`config.mk`:
```
export PLATFORM = sky130hd
export DESIGN_NAME = mem_access_unit
export DESIGN_NICKNAME = d
export VERILOG_FILES = /design/src/rtl/mem_access_unit.sv
export SDC_FILE = /design/constraint.sdc
export NUM_CORES = 1
export LEC_CHECK = 0
export ABC_AREA = 1
export BUFFER_PORTS_ARGS = -buffer_cell sky130_fd_sc_hd__buf_4
export CAP_MARGIN = 0
export CELL_PAD_IN_SITES_DETAIL_PLACEMENT = 0
export CELL_PAD_IN_SITES_GLOBAL_PLACEMENT = 2
export CORE_UTILIZATION = 25
export CTS_BUF_LIST = sky130_fd_sc_hd__clkbuf_2
export CTS_CLUSTER_DIAMETER = 60
export DETAILED_ROUTE_END_ITERATION = 8
export PLACE_DENSITY = 0.79
export RECOVER_POWER = 100
export SKIP_LAST_GASP = 1
export SLEW_MARGIN = 40
export SYNTH_ARGS = -nofsm -noshare
export SYNTH_HDL_FRONTEND = slang
export SYNTH_SLANG_ARGS = --single-unit
```
`constraint.sdc`:
```
create_clock -name clk -period 2 [get_ports clk]
set_input_delay 0.2 -clock clk [delete_from_list [all_inputs] [get_ports clk]]
set_output_delay 0.2 -clock clk [all_outputs]
set_load 0.05 [all_outputs]
```
`src/rtl/mem_access_unit.sv`:
```
// Memory stage between Ex/Mem and Mem/WB: loads, stores, PUSH/POP on a 16-bit data memory,
// owns the stack pointer, and splits 32-bit accesses into two memory cycles.
module mem_access_unit #(
    parameter int          AW      = 12,
    parameter int          WbSize  = 2,
    parameter logic [31:0] SP_INIT = (32'd1 << AW) - 32'd1
) (
    input  logic              clk,
    input  logic              rst,
    input  logic              i_valid,
    input  logic [2:0]        i_MemOp,
    input  logic              i_wide,
    input  logic [15:0]       i_alu,
    input  logic [31:0]       i_wdata,
    input  logic [2:0]        i_Rdst,
    input  logic [WbSize-1:0] i_WB,
    input  logic [15:0]       i_mem_rdata,
    output logic [AW-1:0]     o_mem_addr,
    output logic [15:0]       o_mem_wdata,
    output logic              o_mem_we,
    output logic              o_mem_re,
    output logic              o_stall,
    output logic [WbSize-1:0] o_WB,
    output logic [31:0]       o_MemData,
    output logic [15:0]       o_alu,
    output logic [2:0]        o_Rdst,
    output logic [31:0]       o_SP,
    output logic              o_state
);

    typedef enum logic {IDLE = 1'b0, SECOND = 1'b1} state_t;

    localparam logic [2:0] OP_LOAD  = 3'd1;
    localparam logic [2:0] OP_STORE = 3'd2;
    localparam logic [2:0] OP_PUSH  = 3'd3;
    localparam logic [2:0] OP_POP   = 3'd4;

    state_t      state, state_nx;
    logic [31:0] sp, sp_nx, sp_p1, sp_m1;
    logic [15:0] lo_q, lo_nx;
    logic [AW-1:0] a, a_p1;
    logic        live;

    // Handshake: i_valid qualifies the instruction; o_stall is an inverted ready, so an
    // instruction is consumed on the cycle where i_valid=1 and o_stall=0. While o_stall=1
    // the upstream holds every i_* stable. Reset gating makes the stage a no-op in reset.
    assign live  = rst && i_valid && (i_MemOp >= OP_LOAD) && (i_MemOp <= OP_POP);
    assign a     = i_alu[AW-1:0];
    assign a_p1  = a + {{(AW-1){1'b0}}, 1'b1};
    assign sp_p1 = sp + 32'd1;
    assign sp_m1 = sp - 32'd1;

    always_ff @(posedge clk or negedge rst) begin
        if (!rst) begin
            state <= IDLE;
            sp    <= SP_INIT;
            lo_q  <= 16'h0;
        end else begin
            state <= state_nx;
            sp    <= sp_nx;
            lo_q  <= lo_nx;
        end
    end

    always_comb begin
        state_nx    = IDLE;
        sp_nx       = sp;
        lo_nx       = lo_q;
        o_mem_addr  = '0;
        o_mem_wdata = 16'h0;
        o_mem_we    = 1'b0;
        o_mem_re    = 1'b0;
        o_stall     = 1'b0;
        o_WB        = '0;
        o_MemData   = 32'h0;
        if (live) begin
            if (!i_wide) begin
                o_WB = i_WB;
                case (i_MemOp)
                    OP_LOAD:  begin o_mem_addr = a; o_mem_re = 1'b1; o_MemData = {16'h0, i_mem_rdata}; end
                    OP_STORE: begin o_mem_addr = a; o_mem_we = 1'b1; o_mem_wdata = i_wdata[15:0]; end
                    OP_PUSH:  begin
                        o_mem_addr = sp[AW-1:0]; o_mem_we = 1'b1; o_mem_wdata = i_wdata[15:0]; sp_nx = sp_m1;
                    end
                    OP_POP:   begin
                        o_mem_addr = sp_p1[AW-1:0]; o_mem_re = 1'b1; o_MemData = {16'h0, i_mem_rdata}; sp_nx = sp_p1;
                    end
                    default: ;
                endcase
            end else if (state == IDLE) begin
                // First half of a wide access: push stores the high word first so the low word lands lower.
                o_stall  = 1'b1;
                state_nx = SECOND;
                case (i_MemOp)
                    OP_LOAD:  begin o_mem_addr = a; o_mem_re = 1'b1; lo_nx = i_mem_rdata; end
                    OP_STORE: begin o_mem_addr = a; o_mem_we = 1'b1; o_mem_wdata = i_wdata[15:0]; end
                    OP_PUSH:  begin
                        o_mem_addr = sp[AW-1:0]; o_mem_we = 1'b1; o_mem_wdata = i_wdata[31:16]; sp_nx = sp_m1;
                    end
                    OP_POP:   begin
                        o_mem_addr = sp_p1[AW-1:0]; o_mem_re = 1'b1; lo_nx = i_mem_rdata; sp_nx = sp_p1;
                    end
                    default: ;
                endcase
            end else begin
                o_WB = i_WB;
                case (i_MemOp)
                    OP_LOAD:  begin o_mem_addr = a_p1; o_mem_re = 1'b1; o_MemData = {i_mem_rdata, lo_q}; end
                    OP_STORE: begin o_mem_addr = a_p1; o_mem_we = 1'b1; o_mem_wdata = i_wdata[31:16]; end
                    OP_PUSH:  begin
                        o_mem_addr = sp[AW-1:0]; o_mem_we = 1'b1; o_mem_wdata = i_wdata[15:0]; sp_nx = sp_m1;
                    end
                    OP_POP:   begin
                        o_mem_addr = sp_p1[AW-1:0]; o_mem_re = 1'b1; o_MemData = {i_mem_rdata, lo_q}; sp_nx = sp_p1;
                    end
                    default: ;
                endcase
            end
        end
    end

    assign o_SP    = sp_nx;
    assign o_alu   = i_alu;
    assign o_Rdst  = i_Rdst;
    assign o_state = (state == SECOND);

endmodule
```
==> results of run 1 <==
[area by class of cell]
cell class                 count  area (um^2)
fill                        2169        10500
multi-input combinational    754         4710
timing repair buffer         349         3270
sequential                    49         1250
tap                          270          338
inverter                      79          307
clock inverter                 3         47.5
clock buffer                   5         25.0
antenna                        1         2.50
[per-stage QoR]
| stage | instance area [um^2] | total power, uW | instances | setup slack, ns |
|---|---|---|---|---|
| 2_1_floorplan | 5750 | 2990 | 942 | -0.0880 |
| 3_3_place_gp | 7840 | 3980 | 1424 | -0.172 |
| 3_5_place_dp | 7840 | 3990 | 1424 | -0.204 |
| 4_1_cts | 9480 | 5370 | 1480 | -0.668 |
| 5_1_grt | 9950 | 5870 | 1510 | -0.779 |
| 6_report | 9950 | 5550 | 1510 | -0.666 |
[worst paths after layout]
path / depth (start not counted) / end / slack (ns)
worst max register to register: 10 / lo_q[2]$_DFFE_PN0P_ / -0.21
worst min-delay path: 5 / o_state$_DFF_PN0_ / 0.20
min in group asynchronous: 3 / sp[24]$_DFF_PN0_ / 0.78
worst max-delay path: 8 / o_SP[10] / -0.67
max in group asynchronous: 3 / o_state$_DFF_PN0_ / 0.23
worst min register to register: 2 / lo_q[9]$_DFFE_PN0P_ / 0.56
[worst reg2reg max path: cells and delay by family (launching register included)]
family                 cells  cell delay (ns)
buffers and inverters      5             0.65
DFF                        1             0.50
AOI/OAI and AO/OA          1             0.08
and+or+nand+nor            4             0.91
[what timing repair did]
| item | in CTS | in global routing |
|---|---|---|
| cloned | 4 | 0 |
| hold buffers | 17 | 0 |
| pin swaps | 73 | 51 |
| setup buffers | 28 | 31 |
| hold endpoints to repair | 53 | 0 |
| endpoints found under the setup margin | 93 | 100 |
| gates resized for setup | 318 | 109 |
[Yosys cell counts, drive strengths merged, types with 8 or more instances]
library cell / n
dfstp: 12
nor2: 174
o21ai: 64
nand4: 20
clkbuf: 12
inv: 77
buf: 49
dfrtp: 37
nand3: 88
nand2: 301
a31oi: 10
a21oi: 67
nor3: 8
[per-layer routing]
metal | vias up | global-route usage
met5 | - | 0
met4 | 0 | 0.0433
met3 | 22 | 0.0233
met2 | 152 | 0.377
met1 | 3443 | 0.315
li1 | 3637 | -
[cell families after synthesis]
| logic type | Yosys count | share of synthesized area |
|---|---|---|
| xor gates and xnor gates | 4 | 0.00666 |
| AOI/OAI and AO/OA | 149 | 0.150 |
| adders and majority gates | 3 | 0.00714 |
| and+or+nand+nor | 597 | 0.474 |
| buffers and inverters | 140 | 0.126 |
| DFF | 49 | 0.236 |
[sequential cells by signal, summed over array words and instances (netlist names)]
register / cells
sp: 32
lo_q: 16
o_state: 1
[report_power, final]
part           leakage, uW  internal (uW)  switching (uW)
sequential        0.000598           1230             273
clock            0.0000440            222             439
combinational      0.00371           1400            1990
==> flow_summary.toml, run 1 <==
[worst_setup_path]
cp_top_family = "flip-flops"
path_max_fanout = 4
critPathSlowestCell = "dfstp_2"
cp.arrival_ns = 2.47
cp_cell_sequence = "nand2_1, inv_2, nand2_1, o21ai_4, nand3_1, buf_6, a31oi_4, buf_6"
worstSetupStartpointType = "flop"
required_ns = 1.80
crit_start = "sp[8]$_DFF_PN1_"
worstSetupPathType = "flop to output pin"
end_kind = "output pin"
worst-path-buf-inv = 3
timing.rr.start = "o_state$_DFF_PN0_"
slowest_delay_ns = 0.66

[drt]
via_per_inst = 4.80
postRouteAntennaNets = 0
drc = 0
highest_layer = "met4"
drt-total-wl_mm = 25.0
wl_met1_mm = 12.1
met3_length_um = 821
via_count = 7254
dr_wl_met2_mm = 11.8
drt_iter0_markers = 387
dr.pass1.iters = 4
routedWlPerCell_um = 16.5

[global_route]
grt_pass1_vias = 7000
antenna_found_initial = 1
grt_usage = 0.226
grt_max_degree = 50
grt_pass1_wl_mm = 38.3
grt_overflow = 0

[clock_network]
htree_num_levels = 2
clock_latency_ns = 0.54
cts_tree = "yes"
clock-root-buffer = "clkbuf_2"
cts_sinks = 49
cts_max_path_buffers = 2
cts_buffers = 5
path_clk_slew_ns = 0.35

[sta]
period_needed_ns = 2.67
fin_ws_ns = -0.666
worst_slew_pin_slew_ns = 1.48
final-hold-violation-count = 0
slew_violations = 0
worst_hold_slack_ns = 0.203
finalSetupViolCount = 112
clock.fmax_ghz = 0.375
timing.final.crit_share = 1.33
fin_tns_setup_ns = -35.17
max_slew_margin = 0.0159
skew_ns = 0.0309
rsz0062_at_grt = "yes"

[die]
rows = 52
fp.dieW_um = 147
ioPinCount = 193
dieArea_um2 = 21600
die_y_um = 147
start_util = 0.257
core_um2 = 20400

[placement]
gp_congestion = 0.910
port_buffers = 178
dp_hpwl_mm = 17.9

[final_layout]
drive_gt1_frac = 0.483
post-route-util = 0.487
final_cell_mix = "nand2_1 (239), buf_4 (186), nor2_1 (104)"
layout_commonest_cell = "nand2_1"
layout.nets = 1317
area_delta_synth_final_pct = 89.3

[synthesis]
syn_area_um2 = 5260
synth-seq-cells = 49
ys.flop_type = "dfrtp_1"
yosysUniqueCellTypes = 37
synth_cells = 942
syn_nets = 1021
synthTopCellsByArea = "nand2_1 (21%), dfrtp_1 (18%), nor2_1 (12%), nand3_1 (8.2%), a21oi_1 (6.4%)"
yosys_warnings = 0
yosys.area.top_type = "nand2_1"
synthArstFlopShare = 1.00
postSynthAreaPerCell_um2 = 5.58
synth_seq_area_share = 0.236
synth_edf_count = 0
netlist.area_leader.share = 0.211

[pwr]
vdd_drop_max_uv = 267
powerDensity_nw_per_um2 = 558
power.leakage_uw = 0.00435

[min_path]
hold_class = "input pin to flop"
holdCritStartpoint = "i_wide"

[status]
violations = "negative setup slack"
status = "finished with violations"

[flow_run]
maxCapViolations = 0
Note: power is estimated with default switching activity, not from simulation.
==> run 2, diff against run 1 <==
--- a/config.mk
+++ b/config.mk
@@ -6,6 +6,7 @@
 export NUM_CORES = 1
 export LEC_CHECK = 0
 export ABC_AREA = 1
+export ABC_CLOCK_PERIOD_IN_PS = 2000
 export BUFFER_PORTS_ARGS = -buffer_cell sky130_fd_sc_hd__buf_4
 export CAP_MARGIN = 0
 export CELL_PAD_IN_SITES_DETAIL_PLACEMENT = 0
@@ -15,7 +16,6 @@
 export CTS_CLUSTER_DIAMETER = 60
 export DETAILED_ROUTE_END_ITERATION = 8
 export PLACE_DENSITY = 0.79
-export RECOVER_POWER = 100
 export SKIP_LAST_GASP = 1
 export SLEW_MARGIN = 40
 export SYNTH_ARGS = -nofsm -noshare
==> constraint.sdc (replaced) <==
create_clock -name clk -period 2 [get_ports clk]
set_input_delay 0.2 -clock clk [delete_from_list [all_inputs] [get_ports clk]]
set_output_delay 0.2 -clock clk [all_outputs]
set_load 0.005 [all_outputs]
==> flow_summary.toml, run 2 (synthesis gave the netlist of run 1 again) <==
[status]
status = "finished with violations"
violations = "negative setup slack"

[min_path]
hold_class = "input pin to flop"

[sta]
max_slew_margin = 0.522
period_needed_ns = 2.60
fin_ws_ns = -0.603
final-hold-violation-count = 0
timing.final.crit_share = 1.30
slew_violations = 0
worst_slew_pin_slew_ns = 0.717
clock.fmax_ghz = 0.384
rsz0062_at_grt = "yes"
skew_ns = 0.0460
finalSetupViolCount = 65
fin_tns_setup_ns = -24.72

[drt]
postRouteAntennaNets = 0
via_count = 7157
routedWlPerCell_um = 16.2
drt_iter0_markers = 354
drt-total-wl_mm = 24.1
drc = 0
via_per_inst = 4.80
dr.pass1.iters = 5

[clock_network]
cts_buffers = 5
clock_latency_ns = 0.52
cts_tree = "yes"
htree_num_levels = 2
path_clk_slew_ns = 0.32
cts_max_path_buffers = 2
clock-root-buffer = "clkbuf_2"
cts_sinks = 49

[flow_run]
maxCapViolations = 0

[final_layout]
layout.nets = 1297
largest_reg_flops = 32
area_delta_synth_final_pct = 73.1
drive_gt1_frac = 0.462
final_cell_mix = "buf_4 (257), nand2_1 (245), nor2_1 (110)"
finalNonFillerCells = 1490
regMostFlops = "sp"
layout_commonest_cell = "buf_4"

[worst_setup_path]
cp_top_family = "simple AND/OR/NAND/NOR gates"
worstSetupPathType = "flop to output pin"
cp.arrival_ns = 2.40
cp_cell_sequence = "nand2_1, nor2_4, nand3_4, buf_6, nor2_4, nand3_1, nand2_1, a21oi_1, nor2_1, buf_4"
path_max_fanout = 5
worstSetupStartpointType = "flop"
required_ns = 1.80
slowest_delay_ns = 0.65
critPathSlowestCell = "dfstp_2"
end_kind = "output pin"
worst-path-buf-inv = 2

[die]
dieArea_um2 = 21600
ioPinCount = 193
start_util = 0.257
rows = 52
fp.dieW_um = 147
core_um2 = 20400
die_y_um = 147

[placement]
dp.cells = 1406
gp_congestion = 0.853
dp_hpwl_mm = 17.6
port_buffers = 178

[global_route]
antenna_found_initial = 1
grt_usage = 0.214
grt_max_degree = 50
grt_pass1_wl_mm = 36.4
grt_overflow = 0
grt_pass1_vias = 6811

[pwr]
vdd_drop_max_uv = 317
power.leakage_uw = 0.00415
powerDensity_nw_per_um2 = 524
==> run 2: layer usage <==
layer	vias up	track usage	part of all wire
li1	3587	-	-
met3	24	0.0227	0.040
met2	168	0.362	0.48
met4	0	0.0474	0.014
met1	3378	0.293	0.46
met5	-	0	0
==> run 2: final cells by class <==
cell class                 instances  area [um^2]
antenna                            1         2.50
clock buffer                       5         25.0
clock inverter                     3         22.5
fill                            2226        11300
inverter                          79          307
multi-input combinational        754         4340
sequential                        49         1250
tap                              270          338
timing repair buffer             329         2820
==> run 2: report_power, final <==
part	switching, uW	internal (uW)	leakage, uW	total, uW
clock	413	90.2	0.0000329	503
sequential	279	1230	0.000600	1510
combinational	1470	1280	0.00351	2760
total	2170	2600	0.00415	4770
==> run 2: path summary, 6_finish.rpt <==
kind | from | to | slack [ns] | cells after the start
min reg2reg | lo_q[10]$_DFFE_PN0P_ | lo_q[10]$_DFFE_PN0P_ | 0.55 | 2
max in group asynchronous | rst | sp[15]$_DFF_PN0_ | 1.12 | 3
max reg2reg | sp[1]$_DFF_PN1_ | sp[8]$_DFF_PN1_ | -0.55 | 16
min | i_valid | o_state$_DFF_PN0_ | 0.10 | 5
min in group asynchronous | rst | sp[21]$_DFF_PN0_ | 0.35 | 3
max | sp[1]$_DFF_PN1_ | o_SP[19] | -0.60 | 10
==> run 2: through the flow <==
stage / setup slack, ns / util / hold slack [ns] / total power, uW / cell area, um^2
after floorplan: 0.198 / - / -0.0956 / 2360 / 5260
after global placement: -0.141 / 0.353 / 0.400 / 3350 / 7210
after detailed placement: -0.156 / 0.353 / 0.400 / 3340 / 7210
after CTS: -0.672 / 0.409 / 0.0933 / 4450 / 8350
after global routing: -0.765 / 0.446 / 0.0976 / 5090 / 9100
final: -0.603 / 0.446 / 0.101 / 4770 / 9100
==> run 2: what timing repair did <==
| item | CTS | global route |
|---|---|---|
| pin swaps | 56 | 53 |
| setup endpoints to repair | 90 | 98 |
| hold buffers | 17 | 0 |
| gates cloned | 1 | 2 |
| hold endpoints to repair | 53 | 0 |
| setup buffers | 43 | 15 |
| gates resized for setup | 187 | 174 |
==> run 2: worst reg2reg max path, stage by stage (launching register included) <==
cell     delay (ns)
dfstp_2        0.65
ha_4           0.16
nand2_4        0.07
nor2_4         0.13
nand2_4        0.10
nand2_1        0.10
o21ai_0        0.10
o21ai_1        0.13
buf_4          0.14
a31oi_1        0.10
buf_4          0.15
buf_4          0.12
buf_4          0.12
buf_4          0.12
buf_4          0.12
buf_4          0.13
buf_4          0.13
==> run 3, diff against run 2 <==
--- a/config.mk
+++ b/config.mk
@@ -9,13 +9,13 @@
 export ABC_CLOCK_PERIOD_IN_PS = 2000
 export BUFFER_PORTS_ARGS = -buffer_cell sky130_fd_sc_hd__buf_4
 export CAP_MARGIN = 0
-export CELL_PAD_IN_SITES_DETAIL_PLACEMENT = 0
-export CELL_PAD_IN_SITES_GLOBAL_PLACEMENT = 2
-export CORE_UTILIZATION = 25
+export CELL_PAD_IN_SITES_DETAIL_PLACEMENT = 1
+export CELL_PAD_IN_SITES_GLOBAL_PLACEMENT = 1
+export CORE_UTILIZATION = 34
 export CTS_BUF_LIST = sky130_fd_sc_hd__clkbuf_2
 export CTS_CLUSTER_DIAMETER = 60
 export DETAILED_ROUTE_END_ITERATION = 8
-export PLACE_DENSITY = 0.79
+export PLACE_DENSITY = 0.8
 export SKIP_LAST_GASP = 1
 export SLEW_MARGIN = 40
 export SYNTH_ARGS = -nofsm -noshare
==> flow_summary.toml, run 3 (synthesis gave the netlist of run 1 again) <==
[status]
status = "finished with violations"
violations = "negative setup slack"

[pwr]
powerDensity_nw_per_um2 = 572
vdd_drop_max_uv = 308
power.leakage_uw = 0.00389

[drt]
postRouteAntennaNets = 0
drc = 0
drt-total-wl_mm = 30.7
routedWlPerCell_um = 22.0
drt_iter0_markers = 560
via_per_inst = 5.86
via_count = 8173
dr.pass1.iters = 5

[clock_network]
cts_tree = "yes"
htree_num_levels = 2
clock-root-buffer = "clkbuf_2"
clock_latency_ns = 0.50
path_clk_slew_ns = 0.33
cts_max_path_buffers = 2
cts_sinks = 49
cts_buffers = 5

[die]
ioPinCount = 193
fp.dieW_um = 126
rows = 45
die_y_um = 126
core_um2 = 15100
dieArea_um2 = 16000
start_util = 0.347

[final_layout]
fillers = 2021
seq_area_um2 = 1240
area_delta_synth_final_pct = 60.4
multi_input_area_um2 = 4050
drive_gt1_frac = 0.413
post-route-util = 0.557
layout.nets = 1284
finalNonFillerCells = 1395
layout_commonest_cell = "buf_4"
largest_reg_flops = 32
final_cell_mix = "buf_4 (272), nand2_1 (261), nor2_1 (134)"
regMostFlops = "sp"

[global_route]
grt_pass1_wl_mm = 42.2
grtUsageMet1 = 0.378
grt_use_met3 = 0.0536
top_usage_layer = "met2"
grt_overflow = 0
grt_usage = 0.337
antenna_found_initial = 1
met2_usage = 0.608
grt_max_degree = 50
grt_pass1_vias = 7895

[sta]
final-hold-violation-count = 0
timing.final.crit_share = 1.39
clock.fmax_ghz = 0.359
period_needed_ns = 2.78
max_slew_margin = 0.536
slew_violations = 0
worst_slew_pin_slew_ns = 0.695
skew_ns = 0.0558
fin_ws_ns = -0.783
rsz0062_at_grt = "yes"
finalSetupViolCount = 87

[placement]
dp.cells = 1321
port_buffers = 178
dp_hpwl_mm = 17.3
gp_congestion = 0.914

[min_path]
hold_class = "input pin to flop"

[worst_setup_path]
path_max_fanout = 5
worstSetupStartpointType = "flop"
required_ns = 1.80
worstSetupPathType = "flop to output pin"
critPathSlowestCell = "dfstp_2"
worst-path-buf-inv = 1
end_kind = "output pin"
cp_cell_sequence = "ha_4, nand2_4, nor2_4, nand2_4, nor2_4, nand2_1, nand3_1, nand3_2, nor2_1, nor2_1, buf_4"
cp.arrival_ns = 2.58
slowest_delay_ns = 0.70
cp_top_family = "simple AND/OR/NAND/NOR gates"

[flow_run]
maxCapViolations = 0
## run 3: cell types whose count changed in the layout (fill, tap and decap cells not counted), sizes merged
cell	change
buf	-10
clkbuf	-1
clkinv	-1
dlygate4sd3	-1
inv	+1
nand2	-1
## run 3: worst paths after layout
kind,startpoint,end,slack [ns],depth (start not counted)
setup / recovery,sp[1]$_DFF_PN1_,o_mem_addr[10],-0.78,11
hold / removal,i_mem_rdata[7],lo_q[7]$_DFFE_PN0P_,0.05,3
setup reg to reg,sp[0]$_DFF_PN1_,sp[11]$_DFF_PN1_,-0.72,17
hold reg to reg,lo_q[11]$_DFFE_PN0P_,lo_q[11]$_DFFE_PN0P_,0.53,2
max in group asynchronous,rst,sp[12]$_DFF_PN0_,1.10,3
min in group asynchronous,rst,lo_q[6]$_DFFE_PN0P_,0.38,3
## run 3: what timing repair did
action	CTS	global route
buffers inserted	33	19
setup endpoints to repair	83	82
hold buffers	16	0
cloned	1	1
gates resized for setup	146	106
pin swaps	49	54
endpoints found under the hold margin	52	0
## run 3: area by class of cell
| cell class | count | area share |
|---|---|---|
| Sequential cell | 49 | 0.148 |
| Clock buffer | 5 | 0.00297 |
| Timing Repair Buffer | 317 | 0.302 |
| Multi-Input combinational cell | 753 | 0.480 |
| Inverter | 79 | 0.0358 |
| Antenna cell | 1 | 0.000297 |
| Clock inverter | 3 | 0.00267 |
| Tap cell | 188 | 0.0279 |
## run 3: worst reg2reg max path, delay by kind of cell, from the launching register on
family          cells  cell delay, ns
simple gates        5            0.61
compound gates      1            0.09
buf+inv            11            1.31
flops               1            0.69
## run 3: metrics by stage
stage / hold WS [ns] / setup TNS (ns) / setup WS (ns) / area, um^2 / total power, uW
2_1_floorplan: -0.0956 / 0 / 0.198 / 5260 / 2360
3_3_place_gp: 0.400 / -0.754 / -0.0960 / 7030 / 3200
3_5_place_dp: 0.400 / -1.94 / -0.169 / 7030 / 3250
4_1_cts: 0.00512 / -24.01 / -0.550 / 7980 / 4230
5_1_grt: -0.00209 / -39.56 / -0.842 / 8430 / 5030
6_report: 0.0518 / -32.57 / -0.783 / 8430 / 4820
## run 3: power by group
part / leakage, uW / switching (uW) / total, uW / internal [uW]
registers: 0.000605 / 292 / 1520 / 1230
clock network: 0.0000329 / 385 / 475 / 89.9
logic: 0.00325 / 1610 / 2830 / 1210
total: 0.00389 / 2290 / 4820 / 2530
## run 3: per-layer routing
metal | vias to the layer above | share of wire
met2 | 494 | 0.49
met5 | - | 0
met4 | 0 | 0.072
met1 | 3928 | 0.37
li1 | 3559 | -
met3 | 192 | 0.067
